<file path="config.mk">
export PLATFORM = sky130hd
export DESIGN_NAME = sc_lives_manager
export DESIGN_NICKNAME = d
export VERILOG_FILES = /design/src/rtl/sc_lives_pkg.sv /design/src/rtl/sc_falledge_det.sv /design/src/rtl/sc_lives_manager.sv
export SDC_FILE = /design/constraint.sdc
export NUM_CORES = 1
export LEC_CHECK = 0
export CORE_UTILIZATION = 50
export CTS_BUF_LIST = sky130_fd_sc_hd__clkbuf_8
export DETAILED_ROUTE_END_ITERATION = 16
export HOLD_SLACK_MARGIN = 0.06
export PLACE_DENSITY_LB_ADDON = 0.12
export SLEW_MARGIN = 10
export SYNTH_ARGS = -nofsm -noshare
export SYNTH_HDL_FRONTEND = slang
export SYNTH_SLANG_ARGS = --single-unit
</file>
<file path="constraint.sdc">
create_clock -name SC_LIVES_MANAGER_CLOCK_50 -period 3.85 [get_ports SC_LIVES_MANAGER_CLOCK_50]
set_clock_uncertainty 0.1 [all_clocks]
set_input_delay 0.385 -clock SC_LIVES_MANAGER_CLOCK_50 [delete_from_list [all_inputs] [get_ports SC_LIVES_MANAGER_CLOCK_50]]
set_output_delay 0.385 -clock SC_LIVES_MANAGER_CLOCK_50 [all_outputs]
set_load 0.05 [all_outputs]
</file>
<file path="src/rtl/sc_lives_pkg.sv">
// Shared definitions for the lives manager: FSM state encodings and default parameters.
package sc_lives_pkg;

  typedef enum logic [1:0] {
    ST_ALIVE = 2'b00,
    ST_GUARD = 2'b01,
    ST_OVER  = 2'b10
  } state_t;

  localparam int DEF_DATAWIDTH       = 3;
  localparam int DEF_INIT_LIVES      = 3;
  localparam int DEF_MAX_LIVES       = 7;
  localparam int DEF_HITGUARD_CYCLES = 25000000;

endpackage

</file>
<file path="src/rtl/sc_falledge_det.sv">
// Active-low falling-edge detector: pulses on the first low sample after a high sample.
module sc_falledge_det (
  input  logic clk,
  input  logic rst,
  input  logic clr,
  input  logic in_low,
  output logic pulse
);

  logic prev_high_p0;
  logic armed_p0;

  // History stage: after async reset the input must be seen high once before it can fire
  always_ff @(posedge clk or posedge rst) begin
    if (rst) begin
      prev_high_p0 <= 1'b1;
      armed_p0     <= 1'b0;
    end else if (clr) begin
      prev_high_p0 <= 1'b1;
      armed_p0     <= 1'b1;
    end else begin
      prev_high_p0 <= in_low;
      if (in_low)
        armed_p0 <= 1'b1;
    end
  end

  assign pulse = armed_p0 & prev_high_p0 & ~in_low;

endmodule

</file>
<file path="src/rtl/sc_lives_manager.sv">
// Lives/guard/game-over manager. Optional extra-life input enabled by SC_LIVES_MANAGER_BONUS_EN.
module sc_lives_manager
  import sc_lives_pkg::*;
#(
  parameter int DATAWIDTH       = DEF_DATAWIDTH,
  parameter int INIT_LIVES      = DEF_INIT_LIVES,
  parameter int MAX_LIVES       = DEF_MAX_LIVES,
  parameter int HITGUARD_CYCLES = DEF_HITGUARD_CYCLES
) (
  input  logic                 SC_LIVES_MANAGER_CLOCK_50,
  input  logic                 SC_LIVES_MANAGER_RESET_InHigh,
  input  logic                 SC_LIVES_MANAGER_HIT_InLow,
`ifdef SC_LIVES_MANAGER_BONUS_EN
  input  logic                 SC_LIVES_MANAGER_BONUS_InLow,
`endif
  input  logic                 SC_LIVES_MANAGER_RESTART_InHigh,
  output logic [DATAWIDTH-1:0] SC_LIVES_MANAGER_LIVES_OutBUS,
  output logic                 SC_LIVES_MANAGER_GAMEOVER_Out,
  output logic                 SC_LIVES_MANAGER_GUARD_Out
);

  localparam int TMR_W = $clog2(HITGUARD_CYCLES + 1);
  localparam logic [TMR_W-1:0]     TMR_LOAD  = TMR_W'(HITGUARD_CYCLES);
  localparam logic [TMR_W-1:0]     TMR_ONE   = TMR_W'(1);
  localparam logic [DATAWIDTH-1:0] LIVES_INI = DATAWIDTH'(INIT_LIVES);
  localparam logic [DATAWIDTH-1:0] LIVES_MAX = DATAWIDTH'(MAX_LIVES);
  localparam logic [DATAWIDTH-1:0] LIVES_ONE = DATAWIDTH'(1);

  generate
    if (!(INIT_LIVES >= 1 && INIT_LIVES <= MAX_LIVES &&
          MAX_LIVES <= (2 ** DATAWIDTH) - 1 && HITGUARD_CYCLES >= 1)) begin : g_param_err
      $error("sc_lives_manager: illegal parameters (need 1<=INIT_LIVES<=MAX_LIVES<=2^DATAWIDTH-1, HITGUARD_CYCLES>=1)");
    end
  endgenerate

  function automatic logic [DATAWIDTH-1:0] sat_inc(input logic [DATAWIDTH-1:0] v);
    if (v >= LIVES_MAX)
      return LIVES_MAX;
    return v + LIVES_ONE;
  endfunction

  logic clk;
  logic rst;
  logic restart;
  logic hit_evt;
  logic bonus_evt;

  assign clk     = SC_LIVES_MANAGER_CLOCK_50;
  assign rst     = SC_LIVES_MANAGER_RESET_InHigh;
  assign restart = SC_LIVES_MANAGER_RESTART_InHigh;

  sc_falledge_det u_hit_det (
    .clk    (clk),
    .rst    (rst),
    .clr    (restart),
    .in_low (SC_LIVES_MANAGER_HIT_InLow),
    .pulse  (hit_evt)
  );

`ifdef SC_LIVES_MANAGER_BONUS_EN
  sc_falledge_det u_bonus_det (
    .clk    (clk),
    .rst    (rst),
    .clr    (restart),
    .in_low (SC_LIVES_MANAGER_BONUS_InLow),
    .pulse  (bonus_evt)
  );
`else
  assign bonus_evt = 1'b0;
`endif

  state_t                 state_p0, state_n;
  logic [DATAWIDTH-1:0]   lives_p0, lives_n;
  logic [TMR_W-1:0]       timer_p0, timer_n;
  logic                   guard_p0, guard_n;
  logic                   over_p0,  over_n;

  // State register stage: every output comes straight from here
  always_ff @(posedge clk or posedge rst) begin
    if (rst) begin
      state_p0 <= ST_ALIVE;
      lives_p0 <= LIVES_INI;
      timer_p0 <= '0;
      guard_p0 <= 1'b0;
      over_p0  <= 1'b0;
    end else begin
      state_p0 <= state_n;
      lives_p0 <= lives_n;
      timer_p0 <= timer_n;
      guard_p0 <= guard_n;
      over_p0  <= over_n;
    end
  end

  always_comb begin
    state_n = state_p0;
    lives_n = lives_p0;
    timer_n = timer_p0;
    guard_n = guard_p0;
    over_n  = over_p0;
    if (restart) begin
      state_n = ST_ALIVE;
      lives_n = LIVES_INI;
      timer_n = '0;
      guard_n = 1'b0;
      over_n  = 1'b0;
    end else begin
      case (state_p0)
        ST_ALIVE: begin
          if (hit_evt && bonus_evt) begin
            // Hit and extra life cancel out, but the hit still earns a guard window
            state_n = ST_GUARD;
            timer_n = TMR_LOAD;
            guard_n = 1'b1;
          end else if (hit_evt) begin
            if (lives_p0 > LIVES_ONE) begin
              lives_n = lives_p0 - LIVES_ONE;
              state_n = ST_GUARD;
              timer_n = TMR_LOAD;
              guard_n = 1'b1;
            end else begin
              lives_n = '0;
              state_n = ST_OVER;
              over_n  = 1'b1;
            end
          end else if (bonus_evt) begin
            lives_n = sat_inc(lives_p0);
          end
        end
        ST_GUARD: begin
          if (bonus_evt)
            lives_n = sat_inc(lives_p0);
          timer_n = timer_p0 - TMR_ONE;
          if (timer_p0 <= TMR_ONE) begin
            state_n = ST_ALIVE;
            timer_n = '0;
            guard_n = 1'b0;
          end
        end
        ST_OVER: begin
          lives_n = '0;
        end
        default: begin
          state_n = ST_ALIVE;
          lives_n = LIVES_INI;
          timer_n = '0;
          guard_n = 1'b0;
          over_n  = 1'b0;
        end
      endcase
    end
  end

  assign SC_LIVES_MANAGER_LIVES_OutBUS = lives_p0;
  assign SC_LIVES_MANAGER_GAMEOVER_Out = over_p0;
  assign SC_LIVES_MANAGER_GUARD_Out    = guard_p0;

endmodule

</file>
==> impl_results.md, run 1 <==
* # fillers at 369
* Pins over their slew limit at 0
* Simple-gate share of the synthesized area at 0.241
* TritonCTS clock tree: built
* Avg Inst Size Synth at 8.76 µm²
* Rows at 23
* H-Tree Depth at 2
* Post-synth EDFFs at 0
* Sequential share of the synthesized area at 0.412
* Total of max-cap violations at 0
* Layout area overhead at 11.0%
* Initial core utilization at 0.519
* Yosys cell types at 45
* Post-CTS Setup Inserts at 0
* Hold Buf Count CTS at 0
* Die Y-Extent at 66.4 µm
* Yosys top cell area share at 0.374
* Num Clock Sinks at 34
* Pwr Density at 899 nW/µm²
* TritonCTS buffer count at 5
* DR DRC count at 0
* Async SR Flop Fraction at 1.00
* Number of global-route vias before repair at 1842
* Longest Clk Path Bufs at 2
* Crit Path Category: reg -> reg
* Initial DRC Count at 137
* Period utilization at 0.710
* Max rail drop VDD at 0.583 mV
* Crit-path max FO at 30
* PostCTS Resize Cnt at 0
* Core area at 4000 µm²
* Status: completed
* I/O pin total at 9
* Post-Synth XOR/XNOR Area at 0
* DP HPWL at 3430 µm
* Vias per cell at 6.25
* Post-route ant nets at 0
* Final setup vio count at 0
* Placer Congestion at 0.813
* Worst hold stages at 1
* Critical Path Start Type: flip-flop
* Total GRT Usage at 0.260
* Crit path DAT at 2.80 ns
* Antenna Cells at 0
* Routed WL per cell at 16.4 µm
* Port bufs at 8
* Static Leak at 0.000994 µW
* Final Hold Fails at 0
* Synth top area cells: dfrtp_1 37%, o21ai_0 5.8%, ha_1 4.2%
* Die area at 4410 µm²
* RSZ-0062 raised after global routing: false
* Final #Nets at 260
* Largest family of logic cells by synthesized area: simple AND/OR/NAND/NOR gates
* Slew @ Worst Pin at 0.963 ns
* Post-synthesis adder-cell area fraction at 0.0422
* Latest clock arrival within the worst-skew pair at 0.29 ns
* Largest area contributor in the netlist: dfrtp_1
* Final critical-path required period at 2.73 ns
* First-pass GRT wire length at 8630 µm
* Cell Area, Synth at 2080 µm²
* Gr ovfl total at 0
* Storage cell area at 855 µm²
* Antenna violations before repair at 0
* Multi-input logic area at 1110 µm²
* CP Data Required Time at 3.92 ns
* Vias at 1876
* CTS root buf: clkbuf_8
* Max_slew headroom at 0.358
* Mapped Cells at 237
* TritonRoute pass-1 iters at 4
* Synth Register Bits at 34
* Clock Pin Slew Worst Setup and Hold Paths at 0.07 ns
* Final wirelength at 4920 µm
* Ys flop type: dfrtp_1
* Largest net degree at the start of global routing at 35
* Synth Area in Compound Gates at 0.228
* Hold Crit Class: reg -> reg
* Layout cell share with drive strength beyond 1 at 0.112
* Syn Nets at 248
* Crit. End Element: flip-flop
* Post-synthesis mux area share at 0.0259
* Worst hold slack at 0.371 ns
* Final TNS setup at 0 ns
* Worst R2R Path Depth at 5
* Die Span X at 66.4 µm
* Yosys warns at 0
* Maximum clock frequency at 366 MHz
==> power breakdown <==
part           switching, µW  internal (µW)  leakage (µW)
Clock                    125            141     0.0000524
Combinational            767            429      0.000495
Sequential               133            475      0.000447
==> final cells by class <==
class                   instances  area share
clock buffers                   6      0.0358
clock inverters                 2     0.00380
inverters                      13      0.0212
multi-input cells             180       0.484
flip-flops and latches         34       0.371
well taps                      50      0.0271
repair buffers                 15      0.0575
==> cells in the mapped netlist, types with 2 or more instances <==
library cell	count
a21oi_1	12
a31oi_1	8
and3_1	2
buf_2	4
buf_6	2
clkbuf_1	4
dfrtp_1	31
dfstp_2	3
ha_1	7
inv_1	13
mux2_2	3
mux2i_1	2
nand2_1	17
nand2b_1	3
nand3_1	12
nand4_1	7
nor2_1	19
nor3_1	5
nor4_1	7
o211ai_1	9
o21ai_0	24
o311ai_0	6
o31a_1	2
or2_2	4
or3_1	11
==> stage by stage <==
| step | total power (µW) | instance area (µm²) | utilization | cells | setup WS [ns] |
|---|---|---|---|---|---|
| 2_1_floorplan | 1460 | 2080 | - | 237 | 1.40 |
| 3_3_place_gp | 1770 | 2210 | 0.553 | 292 | 1.03 |
| 3_5_place_dp | 1780 | 2210 | 0.553 | 292 | 0.942 |
| 4_1_cts | 2060 | 2300 | 0.576 | 300 | 1.13 |
| 5_1_grt | 2230 | 2300 | 0.576 | 300 | 0.835 |
| 6_report | 2070 | 2300 | 0.576 | 300 | 1.12 |
==> cells by family (layout without fill, tap and decap cells) <==
logic type	Yosys count	count (layout)
compound gates	74	74
buf+inv	23	36
mux	5	5
fa+ha+maj	7	7
simple gates	94	94
flops	34	34
==> metal layers <==
layer	vias to the layer above	track usage	part of all wire
met5	-	0	0
met4	0	0.0931	0.015
met3	7	0.0534	0.038
met2	35	0.411	0.47
met1	912	0.349	0.48
li1	922	-	-
==> placed cells by master (no fill, tap or decap), types with 3 or more instances in the layout <==
cell type and count:
a21oi_1 12, o21ai_0 24, nand2b_1 3, nor2_1 19
nand3_1 12, nor3_1 5, nand2_1 17, ha_1 7
a31oi_1 8, mux2_2 3, or2_2 4, dfrtp_1 31
o311ai_0 6, inv_1 14, o211ai_1 9, nand4_1 7
dfstp_2 3, nor4_1 7, clkdlybuf4s50_1 8, clkbuf_8 6
or3_1 11, buf_4 7
==> path summary, 6_finish.rpt <==
| path | start | end | slack [ns] |
|---|---|---|---|
| max reg2reg | timer_p0[15] | timer_p0[7] | 1.12 |
| min in group asynchronous | SC_LIVES_MANAGER_RESET_InHigh | timer_p0[20] | 0.39 |
| min | u_hit_det.armed_p0 | u_hit_det.armed_p0 | 0.37 |
| min reg2reg | u_hit_det.armed_p0 | u_hit_det.armed_p0 | 0.37 |
| max in group asynchronous | SC_LIVES_MANAGER_RESET_InHigh | SC_LIVES_MANAGER_LIVES_OutBUS[1] | 2.92 |
| max | timer_p0[15] | timer_p0[7] | 1.12 |
==> flip-flops by register name, summed over array words and instances, names as in the netlist <==
signal	cells
u_hit_det.prev_high_p0	1
SC_LIVES_MANAGER_LIVES_OutBUS	3
timer_p0	25
SC_LIVES_MANAGER_GAMEOVER_Out	1
SC_LIVES_MANAGER_GUARD_Out	1
state_p0	2
u_hit_det.armed_p0	1
==> critical path: stages, from the launching register on <==
cell and delay, ns:
dfrtp_1 0.43, or3_1 0.51, nand4bb_1 0.38, o21a_1 0.62
and3_1 0.31, mux2_2 0.26
Note: power is estimated with default switching activity, not from simulation.
==> inputs of run 2 (changes only) <==
==> constraint.sdc (replaced) <==
create_clock -name SC_LIVES_MANAGER_CLOCK_50 -period 2.2 [get_ports SC_LIVES_MANAGER_CLOCK_50]
set_clock_uncertainty 0.1 [all_clocks]
set_input_delay 0.22 -clock SC_LIVES_MANAGER_CLOCK_50 [delete_from_list [all_inputs] [get_ports SC_LIVES_MANAGER_CLOCK_50]]
set_output_delay 0.22 -clock SC_LIVES_MANAGER_CLOCK_50 [all_outputs]
set_load 0.05 [all_outputs]
==> impl_results.md, run 2 (same netlist as run 1, synthesis figures left out) <==
* Placer Congestion at 0.850
* Die area at 4410 µm²
* Slew @ Worst Pin at 0.493 ns
* CTS root buf: clkbuf_8
* Crit-path max FO at 3
* TritonCTS buffer count at 5
* Total of max-cap violations at 0
* Final wirelength at 5400 µm
* Die Span X at 66.4 µm
* Final std cells w/o fill at 331
* Vias per cell at 6.18
* Hold Crit Class: in -> async
* TritonRoute pass-1 iters at 4
* Initial core utilization at 0.519
* Final setup vio count at 0
* Max FFs per register at 25
* Family with the most delay on the worst path: compound AO/OA/AOI/OAI gates
* Leading cell types in the layout, fill and taps excluded: 36 x buf_4, 31 x dfrtp_1, 23 x o21ai_0
* Antenna Cells at 0
* Worst-path cell chain: inv_1 -> ha_2 -> o21bai_2 -> a21o_1 -> a21oi_4 -> nand4_1 -> o311ai_2
* Placed Area at 2430 µm²
* DR DRC count at 0
* Final Hold Fails at 0
* Largest net degree at the start of global routing at 35
* Number of global-route vias before repair at 1931
* Final critical-path required period at 2.16 ns
* Core area at 4000 µm²
* Reg-to-reg slack, setup at 0.04 ns
* Total GRT Usage at 0.279
* Status: completed
* Hold Buf Count CTS at 0
* Port bufs at 8
* CP max-delay cell: dfstp_2
* TritonCTS clock tree: built
* Clock Pin Slew Worst Setup and Hold Paths at 0.07 ns
* Max_slew headroom at 0.670
* Post-route cell area at 2630 µm²
* CP Data Required Time at 2.29 ns
* First-pass GRT wire length at 9020 µm
* Initial DRC Count at 115
* Maximum clock frequency at 463 MHz
* R2r startpoint: SC_LIVES_MANAGER_LIVES_OutBUS[1]
* Power consumption at 4240 µW
* Crit. End Element: flip-flop
* # fillers at 333
* H-Tree Depth at 2
* Vias at 2047
* Max stage delay on crit path at 0.55 ns
* Placed Cells at 319
* Final #Nets at 291
* Period utilization at 0.982
* Reg2reg end: timer_p0[14]
* Gr ovfl total at 0
* Worst path bufs/invs at 1
* Routed WL per cell at 16.3 µm
* DP HPWL at 3770 µm
* Layout area overhead at 26.5%
* I/O pin total at 9
* Crit Path Category: reg -> reg
* Biggest register: timer_p0
* Worst R2R Path Depth at 7
* Die Y-Extent at 66.4 µm
* Pins over their slew limit at 0
* Layout cell share with drive strength beyond 1 at 0.256
* Critical Path Start Type: flip-flop
* Max rail drop VDD at 1.02 mV
* Latest clock arrival within the worst-skew pair at 0.29 ns
* Rows at 23
* Longest Clk Path Bufs at 2
* Pwr Density at 1620 nW/µm²
* Post-route ant nets at 0
* Crit path DAT at 2.25 ns
* Commonest non-fill, non-tap cell in the layout: buf_4
* Static Leak at 0.00117 µW
* Num Clock Sinks at 34
* Antenna violations before repair at 0
run 2: worst max-delay path by stage:
stage	start	end	cells after the start	slack (ns)
floorplan	SC_LIVES_MANAGER_LIVES_OutBUS[1]	timer_p0[5]	8	0.001
global placement	timer_p0[20]	timer_p0[4]	6	0.02
detailed placement	timer_p0[20]	timer_p0[12]	6	-0.03
CTS	timer_p0[4]	timer_p0[23]	5	0.03
global route	SC_LIVES_MANAGER_LIVES_OutBUS[1]	timer_p0[14]	7	-0.01
finish	SC_LIVES_MANAGER_LIVES_OutBUS[1]	timer_p0[14]	7	0.04
run 2: routing by layer:
layer / global-route usage / vias to the layer above / wire length, µm
met5: 0 / - / 0
met1: 0.375 / 992 / 2500
li1: - / 985 / -
met2: 0.444 / 59 / 2570
met4: 0.120 / 0 / 84
met3: 0.0431 / 11 / 240
run 2: layout make-up:
| type | count | area [µm²] | area share |
|---|---|---|---|
| clock buffers | 6 | 82.6 | 0.0315 |
| clock inverters | 2 | 8.76 | 0.00334 |
| inverters | 13 | 48.8 | 0.0186 |
| multi-input cells | 180 | 1190 | 0.455 |
| flip-flops and latches | 34 | 855 | 0.326 |
| well taps | 50 | 62.6 | 0.0238 |
| repair buffers | 46 | 373 | 0.142 |
run 2: tightest hold or removal path: cells and delay by family:
kind | cells | cell delay (ns)
buf+inv | 3 | 0.82
run 2: repair_timing:
action	4_1_cts	5_1_grt
endpoints found under the setup margin	10	23
resized for setup	3	12
setup buffers	0	4
gates cloned	0	0
pin swaps	0	5
run 2: where the power goes:
group | leakage [µW] | switching (µW) | internal (µW)
clock | 0.0000524 | 229 | 248
sequential | 0.000447 | 211 | 832
combinational | 0.000669 | 1550 | 1180
total | 0.00117 | 1980 | 2260
run 2: per-stage QoR:
stage / hold WS, ns / TNS (ns) / setup slack, ns / util
floorplan: 0.193 / 0 / 0.000978 / -
global placement: 0.355 / 0 / 0.0224 / 0.608
detailed placement: 0.398 / -0.0584 / -0.0332 / 0.608
CTS: 0.252 / 0 / 0.0273 / 0.635
global route: 0.304 / -0.0213 / -0.00990 / 0.656
finish: 0.225 / 0 / 0.0400 / 0.656
